[src/rtl/if_pkg.sv]
`default_nettype none
// =====================================================================
// if_pkg : shared types and constants for the instruction fetch stage
// Rev 1.0
// =====================================================================
package if_pkg;

   typedef enum logic [1:0] {
      FETCH   = 2'd0,
      HOLD    = 2'd1,
      DISCARD = 2'd2
   } fetch_state_e;

   localparam logic [1:0] c_JUMP_SEQ  = 2'b00;
   localparam logic [1:0] c_JUMP_J    = 2'b01;
   localparam logic [1:0] c_JUMP_REG  = 2'b10;
   localparam logic [1:0] c_JUMP_RSVD = 2'b11;

   localparam logic [31:0] c_DEF_RESET_PC   = 32'h0000_0000;
   localparam logic [31:0] c_DEF_EXC_VECTOR = 32'h8000_0004;
   localparam logic [31:0] c_DEF_INT_VECTOR = 32'h8000_0008;

   localparam logic [31:0] c_WORD_MASK = 32'hFFFF_FFFC;

   function automatic logic [31:0] word_align(input logic [31:0] a);
      return a & c_WORD_MASK;
   endfunction

endpackage
`default_nettype wire

[src/rtl/instruction_fetch_if.sv]
`default_nettype none
// =====================================================================
// instruction_fetch_if : ID control, instruction memory and IF/ID bundle
// Rev 1.0
// =====================================================================
interface instruction_fetch_if;

   logic        Stall;
   logic        Branch;
   logic        BranchCond;
   logic [1:0]  Jump;
   logic [31:0] JumpTarget;
   logic [31:0] JumpReg;
   logic        Exception;
   logic        Interrupt;
   logic        ImemReq;
   logic [31:0] ImemAddr;
   logic        ImemReady;
   logic [31:0] ImemData;
   logic [31:0] IFID_Instruction;
   logic [31:0] IFID_PC;
   logic        IFID_Valid;

   modport master (
      input  Stall, Branch, BranchCond, Jump, JumpTarget, JumpReg,
             Exception, Interrupt, ImemReady, ImemData,
      output ImemReq, ImemAddr, IFID_Instruction, IFID_PC, IFID_Valid
   );

   modport slave (
      output Stall, Branch, BranchCond, Jump, JumpTarget, JumpReg,
             Exception, Interrupt, ImemReady, ImemData,
      input  ImemReq, ImemAddr, IFID_Instruction, IFID_PC, IFID_Valid
   );

endinterface
`default_nettype wire

[src/rtl/fetch_skid_buffer.sv]
`default_nettype none
// =====================================================================
// fetch_skid_buffer : one-entry holding slot for a word returned under stall
// Rev 1.0
// =====================================================================
module fetch_skid_buffer (
   input  wire logic        clk,
   input  wire logic        reset,
   input  wire logic        i_load,
   input  wire logic        i_clear,
   input  wire logic [31:0] i_data,
   input  wire logic [31:0] i_pc,
   output logic [31:0]      o_data,
   output logic [31:0]      o_pc,
   output logic             o_valid
);

   logic [31:0] data_q, data_d;
   logic [31:0] pc_q, pc_d;
   logic        valid_q, valid_d;

   // Clear wins so a redirect always empties the slot.
   always_comb begin
      data_d  = data_q;
      pc_d    = pc_q;
      valid_d = valid_q;
      if (i_clear) begin
         valid_d = 1'b0;
      end else if (i_load) begin
         data_d  = i_data;
         pc_d    = i_pc;
         valid_d = 1'b1;
      end
   end

   always_ff @(posedge clk or negedge reset) begin
      if (!reset) begin
         data_q  <= 32'h0;
         pc_q    <= 32'h0;
         valid_q <= 1'b0;
      end else begin
         data_q  <= data_d;
         pc_q    <= pc_d;
         valid_q <= valid_d;
      end
   end

   assign o_data  = data_q;
   assign o_pc    = pc_q;
   assign o_valid = valid_q;

endmodule
`default_nettype wire

[src/rtl/instruction_fetch.sv]
`default_nettype none
// =====================================================================
// instruction_fetch : IF stage with stall skid, redirect and discard FSM
// Rev 1.0
// =====================================================================
module instruction_fetch
   import if_pkg::*;
#(
   parameter logic [31:0] RESET_PC   = c_DEF_RESET_PC,
   parameter logic [31:0] EXC_VECTOR = c_DEF_EXC_VECTOR,
   parameter logic [31:0] INT_VECTOR = c_DEF_INT_VECTOR
) (
   input  wire logic           clk,
   input  wire logic           reset,
   instruction_fetch_if.master fif
);

   fetch_state_e state_q, state_d;
   logic [31:0]  pc_q, pc_d;
   logic [31:0]  addr_q, addr_d;
   logic         req_q, req_d;
   logic [31:0]  ifid_instr_q, ifid_instr_d;
   logic [31:0]  ifid_pc_q, ifid_pc_d;
   logic         ifid_valid_q, ifid_valid_d;

   logic         w_skid_load, w_skid_clear, w_skid_valid;
   logic [31:0]  w_skid_data, w_skid_pc;
   logic         w_jump_j, w_jump_r, w_redirect;
   logic [31:0]  w_target;

   always_comb begin
      w_jump_j = 1'b0;
      w_jump_r = 1'b0;
      case (fif.Jump)
         c_JUMP_J:                w_jump_j = 1'b1;
         c_JUMP_REG:              w_jump_r = 1'b1;
         c_JUMP_SEQ, c_JUMP_RSVD: ;
      endcase
      w_redirect = !fif.Stall && (fif.Exception || fif.Interrupt || w_jump_j ||
                                  w_jump_r || (fif.Branch && fif.BranchCond));
      if (fif.Exception)      w_target = word_align(EXC_VECTOR);
      else if (fif.Interrupt) w_target = word_align(INT_VECTOR);
      else if (w_jump_r)      w_target = word_align(fif.JumpReg);
      else                    w_target = word_align(fif.JumpTarget);
   end

   always_comb begin
      state_d      = state_q;
      pc_d         = pc_q;
      addr_d       = addr_q;
      req_d        = req_q;
      ifid_instr_d = ifid_instr_q;
      ifid_pc_d    = ifid_pc_q;
      ifid_valid_d = ifid_valid_q;
      w_skid_load  = 1'b0;
      w_skid_clear = 1'b0;

      if (w_redirect) begin
         pc_d         = w_target;
         w_skid_clear = 1'b1;
         ifid_instr_d = 32'h0;
         ifid_pc_d    = pc_q;
         ifid_valid_d = 1'b0;
      end

      case (state_q)
         FETCH: begin
            req_d = 1'b1;
            if (w_redirect) begin
               // An unanswered request must still be drained at its old address.
               if (req_q && !fif.ImemReady) state_d = DISCARD;
               else                         addr_d  = w_target;
            end else if (fif.Stall) begin
               if (req_q && fif.ImemReady) begin
                  w_skid_load = 1'b1;
                  req_d       = 1'b0;
                  state_d     = HOLD;
               end
            end else if (req_q && fif.ImemReady) begin
               ifid_instr_d = fif.ImemData;
               ifid_pc_d    = addr_q;
               ifid_valid_d = 1'b1;
               pc_d         = pc_q + 32'd4;
               addr_d       = pc_q + 32'd4;
            end else begin
               ifid_instr_d = 32'h0;
               ifid_pc_d    = pc_q;
               ifid_valid_d = 1'b0;
            end
         end
         HOLD: begin
            if (w_redirect) begin
               addr_d  = w_target;
               req_d   = 1'b1;
               state_d = FETCH;
            end else if (!fif.Stall) begin
               ifid_instr_d = w_skid_data;
               ifid_pc_d    = w_skid_pc;
               ifid_valid_d = w_skid_valid;
               w_skid_clear = 1'b1;
               pc_d         = pc_q + 32'd4;
               addr_d       = pc_q + 32'd4;
               req_d        = 1'b1;
               state_d      = FETCH;
            end
         end
         DISCARD: begin
            if (!w_redirect && !fif.Stall) begin
               ifid_instr_d = 32'h0;
               ifid_pc_d    = pc_q;
               ifid_valid_d = 1'b0;
            end
            // The returning word is dropped; pc_d already holds the latest target.
            if (fif.ImemReady) begin
               state_d = FETCH;
               addr_d  = pc_d;
            end
         end
         default: begin
            state_d = FETCH;
            req_d   = 1'b0;
         end
      endcase
   end

   always_ff @(posedge clk or negedge reset) begin
      if (!reset) begin
         state_q      <= FETCH;
         pc_q         <= word_align(RESET_PC);
         addr_q       <= word_align(RESET_PC);
         req_q        <= 1'b0;
         ifid_instr_q <= 32'h0;
         ifid_pc_q    <= word_align(RESET_PC);
         ifid_valid_q <= 1'b0;
      end else begin
         state_q      <= state_d;
         pc_q         <= pc_d;
         addr_q       <= addr_d;
         req_q        <= req_d;
         ifid_instr_q <= ifid_instr_d;
         ifid_pc_q    <= ifid_pc_d;
         ifid_valid_q <= ifid_valid_d;
      end
   end

   fetch_skid_buffer u_skid (
      .clk     (clk),
      .reset   (reset),
      .i_load  (w_skid_load),
      .i_clear (w_skid_clear),
      .i_data  (fif.ImemData),
      .i_pc    (addr_q),
      .o_data  (w_skid_data),
      .o_pc    (w_skid_pc),
      .o_valid (w_skid_valid)
   );

   assign fif.ImemReq          = req_q;
   assign fif.ImemAddr         = addr_q;
   assign fif.IFID_Instruction = ifid_instr_q;
   assign fif.IFID_PC          = ifid_pc_q;
   assign fif.IFID_Valid       = ifid_valid_q;

endmodule
`default_nettype wire

[src/flat_wrapper.sv]
// flat-port wrapper written by rule: the top's interface ports become plain ports
module instruction_fetch_flat import if_pkg::*;
#(
   parameter logic [31:0] RESET_PC   = c_DEF_RESET_PC,
   parameter logic [31:0] EXC_VECTOR = c_DEF_EXC_VECTOR,
   parameter logic [31:0] INT_VECTOR = c_DEF_INT_VECTOR
)
  (clk, reset, fif_Stall, fif_Branch, fif_BranchCond, fif_Jump, fif_JumpTarget, fif_JumpReg, fif_Exception, fif_Interrupt, fif_ImemReady, fif_ImemData, fif_ImemReq, fif_ImemAddr, fif_IFID_Instruction, fif_IFID_PC, fif_IFID_Valid);
  instruction_fetch_if fif_i ();
  input  wire logic clk;
  input  wire logic reset;
  input wire logic [$bits(fif_i.Stall)-1:0] fif_Stall;
  input wire logic [$bits(fif_i.Branch)-1:0] fif_Branch;
  input wire logic [$bits(fif_i.BranchCond)-1:0] fif_BranchCond;
  input wire logic [$bits(fif_i.Jump)-1:0] fif_Jump;
  input wire logic [$bits(fif_i.JumpTarget)-1:0] fif_JumpTarget;
  input wire logic [$bits(fif_i.JumpReg)-1:0] fif_JumpReg;
  input wire logic [$bits(fif_i.Exception)-1:0] fif_Exception;
  input wire logic [$bits(fif_i.Interrupt)-1:0] fif_Interrupt;
  input wire logic [$bits(fif_i.ImemReady)-1:0] fif_ImemReady;
  input wire logic [$bits(fif_i.ImemData)-1:0] fif_ImemData;
  output wire logic [$bits(fif_i.ImemReq)-1:0] fif_ImemReq;
  output wire logic [$bits(fif_i.ImemAddr)-1:0] fif_ImemAddr;
  output wire logic [$bits(fif_i.IFID_Instruction)-1:0] fif_IFID_Instruction;
  output wire logic [$bits(fif_i.IFID_PC)-1:0] fif_IFID_PC;
  output wire logic [$bits(fif_i.IFID_Valid)-1:0] fif_IFID_Valid;
  assign fif_i.Stall = fif_Stall;
  assign fif_i.Branch = fif_Branch;
  assign fif_i.BranchCond = fif_BranchCond;
  assign fif_i.Jump = fif_Jump;
  assign fif_i.JumpTarget = fif_JumpTarget;
  assign fif_i.JumpReg = fif_JumpReg;
  assign fif_i.Exception = fif_Exception;
  assign fif_i.Interrupt = fif_Interrupt;
  assign fif_i.ImemReady = fif_ImemReady;
  assign fif_i.ImemData = fif_ImemData;
  assign fif_ImemReq = fif_i.ImemReq;
  assign fif_ImemAddr = fif_i.ImemAddr;
  assign fif_IFID_Instruction = fif_i.IFID_Instruction;
  assign fif_IFID_PC = fif_i.IFID_PC;
  assign fif_IFID_Valid = fif_i.IFID_Valid;
  instruction_fetch #(.RESET_PC(RESET_PC), .EXC_VECTOR(EXC_VECTOR), .INT_VECTOR(INT_VECTOR)) u_core (.clk(clk), .reset(reset), .fif(fif_i));
endmodule
[config.mk]
export PLATFORM = sky130hd
export DESIGN_NAME = instruction_fetch_flat
export DESIGN_NICKNAME = d
export VERILOG_FILES = /design/src/rtl/if_pkg.sv /design/src/rtl/instruction_fetch_if.sv /design/src/rtl/fetch_skid_buffer.sv /design/src/rtl/instruction_fetch.sv /design/src/flat_wrapper.sv
export SDC_FILE = /design/constraint.sdc
export NUM_CORES = 1
export LEC_CHECK = 0
export BUFFER_PORTS_ARGS = -buffer_cell sky130_fd_sc_hd__clkbuf_2
export CORE_MARGIN = 4
export CORE_UTILIZATION = 40
export CTS_CLUSTER_SIZE = 12
export DETAILED_ROUTE_END_ITERATION = 6
export SLEW_MARGIN = 20
export SYNTH_ARGS = -nofsm -noshare
export SYNTH_HDL_FRONTEND = slang
export SYNTH_SLANG_ARGS = --single-unit
[constraint.sdc]
create_clock -name clk -period 1.9 [get_ports clk]
set_clock_uncertainty 0.15 [all_clocks]
set_input_delay 0.095 -clock clk [delete_from_list [all_inputs] [get_ports clk]]
set_output_delay 0.095 -clock clk [all_outputs]
set_load 0.05 [all_outputs]
# After elaboration in Yosys (flattened, before gate mapping)
# Index checks and enable logic that the tools add are counted.
# Widths: inputs -> output; s select.
[classes]
n_mux = 67
bitwise = 2
reduce_logical = 19
n_eq_ne = 11
addsub = 1
[ops]
columns = ["cell", "n"]
rows = [
  ["$mux 32", 30],
  ["$pmux 32 s3", 3],
  ["$pmux 32 s2", 1],
  ["$add 32x3->32 const B", 1],
  ["$mux 1", 23],
  ["$mux 2", 7],
  ["$ne 3x2->1 const B", 3],
  ["$ne 3x3->1 const B", 2],
  ["$pmux 1 s3", 2],
  ["$pmux 2 s3", 1],
  ["$reduce_and 6->1", 1],
  ["$logic_and 1x1->1", 5],
  ["$reduce_and 5->1", 1],
  ["$eq 2x1->1 const B", 2],
  ["$eq 2x2->1 const B", 2],
  ["$logic_or 1x1->1", 4],
  ["$reduce_and 2->1", 2],
  ["$logic_not 1->1", 3],
  ["$ne 3x1->1 const B", 1],
  ["$reduce_bool 3->1", 1],
  ["$logic_not 2->1", 1],
  ["$ne 2x2->1 const B", 1],
  ["$not 1->1", 2],
  ["$reduce_bool 2->1", 1],
]
[word_totals]
in_bits = 106
wordCells = 110
reg_bits = 197
out_inout_bits = 98

# Depth between registers and ports, before layout
[logic_depth]
word_depth = 12
ltp_mapped = 8
depth_no_buf = 6

# Hierarchy
# A second synthesis with hierarchy kept.
[unflattened]
hier_cells = 1269
area_unflattened_um2 = 12328.1
[modules_own_cells]
columns = ["mod", "instances", "seq_area_each_um2", "cells_per_inst", "area_each_um2"]
rows = [
  ["instruction_fetch", 1, 3303.2, 1130, 9594.2],
  ["fetch_skid_buffer", 1, 1626.6, 139, 2733.9],
]

# Least setup slack after synthesis
# OpenSTA, ideal clock, no wires.
[synth_path]
path_type = "reg-to-reg"
from = "reg u_core.req_q (netlist: u_core.fif.ImemReq)"
to = "reg u_core.addr_q[21] (netlist: u_core.fif.ImemAddr[21])"
path_slack_ns = -0.384
path_buffers = 3
period_less_slack_ns = 2.284
arrival_time_ns = 2.040
setup_time_ns = 0.094
path_stages_with_launch = 9
t_required_ns = 1.656
cell_sequence = "dfrtp_1 > buf_2 > nand2b_1 > a211oi_2 > a221o_1 > buf_2 > buf_4 > o32ai_1 > a211oi_1"
[synth_between]
elab_chain_len = 3
elab_cells_between_ends = 5
classes_between = "eq/ne (2); reduce/logical (3)"
[synth_rtl]
columns = ["element", "line_no", "rtl"]
rows = [
  ["start: declaration", "instruction_fetch.sv:21", "logic req_q, req_d;"],
  ["start signal: assignment", "instruction_fetch.sv:139", "req_q <= req_d;"],
  ["$logic_and 1x1->1 (on tied branches)", "instruction_fetch.sv:71, instruction_fetch.sv:79", ""],
  ["$ne 3x3->1 (no line) or $ne 3x1->1 (tied branches)", "n/a", ""],
  ["$reduce_and 6->1 (no line) *", "n/a", ""],
  ["end signal: assignment", "instruction_fetch.sv:130", "addr_q <= word_align(RESET_PC);"],
  ["end signal: assignment", "instruction_fetch.sv:138", "addr_q <= addr_d;"],
  ["end: declaration", "instruction_fetch.sv:20", "logic [31:0] addr_q, addr_d;"],
]
# Mark *: on every way between the ends. The rest lies on a longest branch, timed or not.
# A chain may end at the register's enable or synchronous reset.

# Final worst setup path
[layout_path]
from = "reg u_core.pc_q[12]"
to = "reg u_core.addr_q[26] (netlist: u_core.fif.ImemAddr[26])"
[layout_between]
elab_chain_len = 5
elab_cells_between_ends = 7
classes_between = "add/sub (1); mux (6)"
[layout_rtl]
columns = ["element", "line_no", "rtl"]
rows = [
  ["start: declaration", "instruction_fetch.sv:19", "logic [31:0] pc_q, pc_d;"],
  ["start signal: assignment", "instruction_fetch.sv:129", "pc_q <= word_align(RESET_PC);"],
  ["start signal: assignment", "instruction_fetch.sv:137", "pc_q <= pc_d;"],
  ["$add 32x3->32 *", "instruction_fetch.sv:84, instruction_fetch.sv:102", ""],
  ["$mux 32", "instruction_fetch.sv:79", "end else if (req_q && fif.ImemReady) begin"],
  ["$mux 32", "instruction_fetch.sv:73", "end else if (fif.Stall) begin"],
  ["$mux 32", "instruction_fetch.sv:69", "if (w_redirect) begin"],
  ["$pmux 32 s3 *", "instruction_fetch.sv:66", "case (state_q)"],
]
# Mark *: on every way between the ends. The rest lies on a longest branch, timed or not. The select of a mux whose other input is x is not followed.

==> flow_metrics.tcl <==
set metrics [dict create \
    yosys_warnings 0 \
    arrival_ps 2220 \
    synth_enable_flop_cells 0 \
    finalWirelength_um 43900 \
    maxCapViolations 0 \
    synthArstFlopShare_pct 100 \
    p_total_mw 19.0 \
    dpl_cell_area_sq_mm 0.0139 \
    viasPerCell 5.89 \
    cts_num_sinks 197 \
    firstDrtPassIters 7 \
    numCtsBuffers 17 \
    number_of_placed_i_o_pins 204 \
    root_buffer "clkbuf_16" \
    worst_setup_path_start_kind "register" \
    critPathCapture "u_core.fif.ImemAddr[26]" \
    report.final.slew_viol_count 0 \
    synth_top_area_cell "dfrtp_1" \
    largest_net_degree_at_the_start_of_global_routing 62 \
    number_of_nets_in_the_synthesized_netlist 1280 \
    rows 60 \
    area.sequential_sq_mm 0.00495 \
    drive_gt1_share_pct 40.2 \
    ant_nets 0 \
    syn-cell-area_sq_mm 0.0111 \
    grt_first_pass_wirelength_um 63800 \
    antenna_found_initial 0 \
    worstHoldPathType "in -> reg" \
    gp_routability_congestion 0.937 \
    period_needed_ps 2050 \
    worstMarginPinSlew_ps 622 \
    rsz0062_at_grt "true" \
    synth_cell_type_count 85 \
    cts_tree "done" \
    synth.top_cell.area_share_pct 44.6 \
    vias 11603 \
    synth_area_per_cell_sq_um 9.43 \
    crit_fanout 4 \
    cts-root-to-sink-buffers 2 \
    failed_checks "setup timing" \
    postLayoutCellArea_sq_mm 0.0164 \
    clk_latency_ps 450 \
    synth_top_cells_by_area "dfrtp_1, mux2_2, o21ai_0" \
    post_synth_most_frequent_cells "dfrtp_1, nand2_1, o21ai_0" \
    reg2reg_slack_ps -150 \
    setup_slack_ps -151 \
    detailedRoute.firstIterationViolations 973 \
    maxClockFrequency_mhz 488 \
    endpoint_required_time_on_the_critical_path_ps 2070 \
    port_buffers 199 \
    die_width_um 174 \
    worst_ir_drop_vdd_mv 0.682 \
    setup_violations 67 \
    power_density_mw_per_mm2 1160 \
    layout.filler_cells 2257 \
    timing.setup.critical_path_class "reg -> reg" \
    overflow 0 \
    htree_levels 4 \
    power.leakage_nw 7.42 \
    place_worst_setup_slack_ps -245 \
    hold_viol_final 0 \
    run_status "complete, but fails checks" \
    first_global_vias 11272 \
    yosys_register_bits 197 \
    maxSlewHeadroom_pct 58.4 \
    end_kind "register" \
    most_common_cell_in_the_netlist "dfrtp_1" \
    final_cycle_share_pct 108 \
    die_h_um 174 \
    die_ar_sq_mm 0.0304 \
    critical_path.reg2reg.startpoint "u_core.pc_q[12]" \
    residual_drc_count 0 \
    multi_input_comb_area_sq_mm 0.00618 \
    dominantRegCellSynth "dfrtp_1" \
    register_area_share_after_synthesis_pct 44.6 \
    track_usage_pct 26.1 \
    cts.clk_slew.worst_paths_ps 90 \
    num_antenna_cells 0 \
    initial_standard_cell_utilization_of_the_core_pct 40.8 \
    reg2reg_depth 8 \
    fin_nets 1692 \
    layout-area-overhead-vs-synth_pct 48.6 \
    core_region_area_sq_mm 0.0271 \
    startpoint "u_core.pc_q[12]" \
    avg_wl_per_cell_um 22.3 \
    syn_inst 1173 \
    reg2reg_to "u_core.fif.ImemAddr[26]" \
    post-route-util_pct 60.7 \
    place.detailed.hpwl_um 28200 \
]
[worst max-delay path, cell delays in order, from the launching register on]
cell and delay [ps]:
dfrtp_1 430, nand4_4 170, buf_4 180, buf_4 140
nor3_1 160, buf_4 180, nand4_1 170, xnor2_2 210
o221ai_1 140
[stage by stage]
step	std cells	hold slack, ps	setup TNS, ps
2_1_floorplan	1173	-351	-1720
3_3_place_gp	1816	-136	-3510
3_5_place_dp	1816	-137	-6240
4_1_cts	1927	2.87	-352
5_1_grt	1970	40.0	-6880
6_report	1970	2.43	-1710
[layout by cell type (no fill, tap or decap), types with 6 or more instances in the layout]
cell | netlist | routed
a222oi_1 | 31 | 31
buf_12 | 0 | 24
nor3_1 | 21 | 15
nand4_1 | 13 | 13
o211ai_1 | 6 | 6
nand2b_1 | 8 | 7
nand3_1 | 44 | 39
inv_1 | 22 | 21
clkbuf_16 | 0 | 28
xnor2_1 | 25 | 23
o221ai_1 | 41 | 40
buf_8 | 0 | 6
o21ai_1 | 11 | 60
inv_8 | 0 | 7
mux2i_1 | 19 | 19
o21ai_0 | 106 | 50
nor4_4 | 0 | 9
dfrtp_1 | 197 | 184
or3_1 | 9 | 9
o21a_1 | 6 | 6
nand3_4 | 0 | 6
a22oi_1 | 7 | 7
nand2_1 | 114 | 111
a21oi_1 | 53 | 50
nor2_1 | 76 | 73
o22ai_1 | 32 | 32
dlygate4sd3_1 | 0 | 65
buf_6 | 0 | 38
clkbuf_2 | 1 | 198
a31oi_1 | 11 | 7
o21ai_2 | 0 | 6
mux2_2 | 66 | 66
buf_4 | 2 | 162
dfrtp_2 | 0 | 13
a21o_1 | 13 | 13
[flip-flops by register name, indices dropped and copies added (netlist names), 2 cells and up]
| name | flops |
|---|---|
| u_core.fif.ImemAddr | 32 |
| u_core.fif.IFID_Instruction | 32 |
| u_core.u_skid.o_data | 32 |
| u_core.u_skid.o_pc | 32 |
| u_core.fif.IFID_PC | 32 |
| u_core.state_q | 2 |
| u_core.pc_q | 32 |
[cells by family (layout without fill, tap and decap cells)]
| group | count (synthesis) | after routing | share of synthesized area (%) |
|---|---|---|---|
| buffers and inverters | 135 | 560 | 5.12 |
| adder cells (fa/ha/maj) | 1 | 1 | 0.113 |
| multiplexers | 87 | 87 | 8.64 |
| flip-flops | 197 | 197 | 44.6 |
| AND/OR/NAND/NOR | 338 | 338 | 14.9 |
| AO/OA/AOI/OAI | 383 | 383 | 24.1 |
| XOR/XNOR | 32 | 32 | 2.60 |
[area by class of cell]
| cell class | count | share of cell area [%] |
|---|---|---|
| multi-input combinational | 841 | 37.6 |
| tap | 372 | 2.83 |
| clock inverter | 15 | 1.18 |
| sequential | 197 | 30.1 |
| inverter | 23 | 0.525 |
| timing repair buffer | 505 | 25.2 |
| clock buffer | 17 | 2.59 |
[layer usage]
| metal | vias up | global-route usage [%] | routed length [um] | share of wire [%] |
|---|---|---|---|---|
| met2 | 585 | 42.2 | 21000 | 48 |
| li1 | 5240 | - | - | - |
| met5 | - | 0 | 0 | 0 |
| met3 | 72 | 5.33 | 3720 | 8.5 |
| met4 | 0 | 7.16 | 921 | 2.1 |
| met1 | 5706 | 35.7 | 18300 | 42 |
[worst min path at each step]
stage                       startpoint                              to  slack, ps  cells past startpoint
finish                 fif_JumpReg[30]                 u_core.pc_q[30]          2                      5
detailed placement               reset           u_core.u_skid.o_pc[7]       -140                      1
CTS                 fif_JumpTarget[31]                 u_core.pc_q[31]          3                      5
global route           fif_JumpReg[30]         u_core.fif.ImemAddr[30]         40                      5
global placement                 reset           u_core.u_skid.o_pc[7]       -140                      1
floorplan                        reset  u_core.fif.IFID_Instruction[0]       -350                      0
[timing repair]
item / CTS / global route
hold buffers: 66 / 1
endpoints found under the setup margin: 70 / 160
cloned: 0 / 16
endpoints found under the hold margin: 287 / 1
pin swaps: 23 / 93
resized for setup: 41 / 151
setup buffers: 13 / 33
[report_power, final]
part / internal, mW / total [mW] / switching, mW
Combinational: 3.31 / 8.46 / 5.15
Sequential: 5.52 / 6.64 / 1.12
Clock: 1.83 / 3.90 / 2.07
No activity file was read; power rests on OpenSTA's default activity.
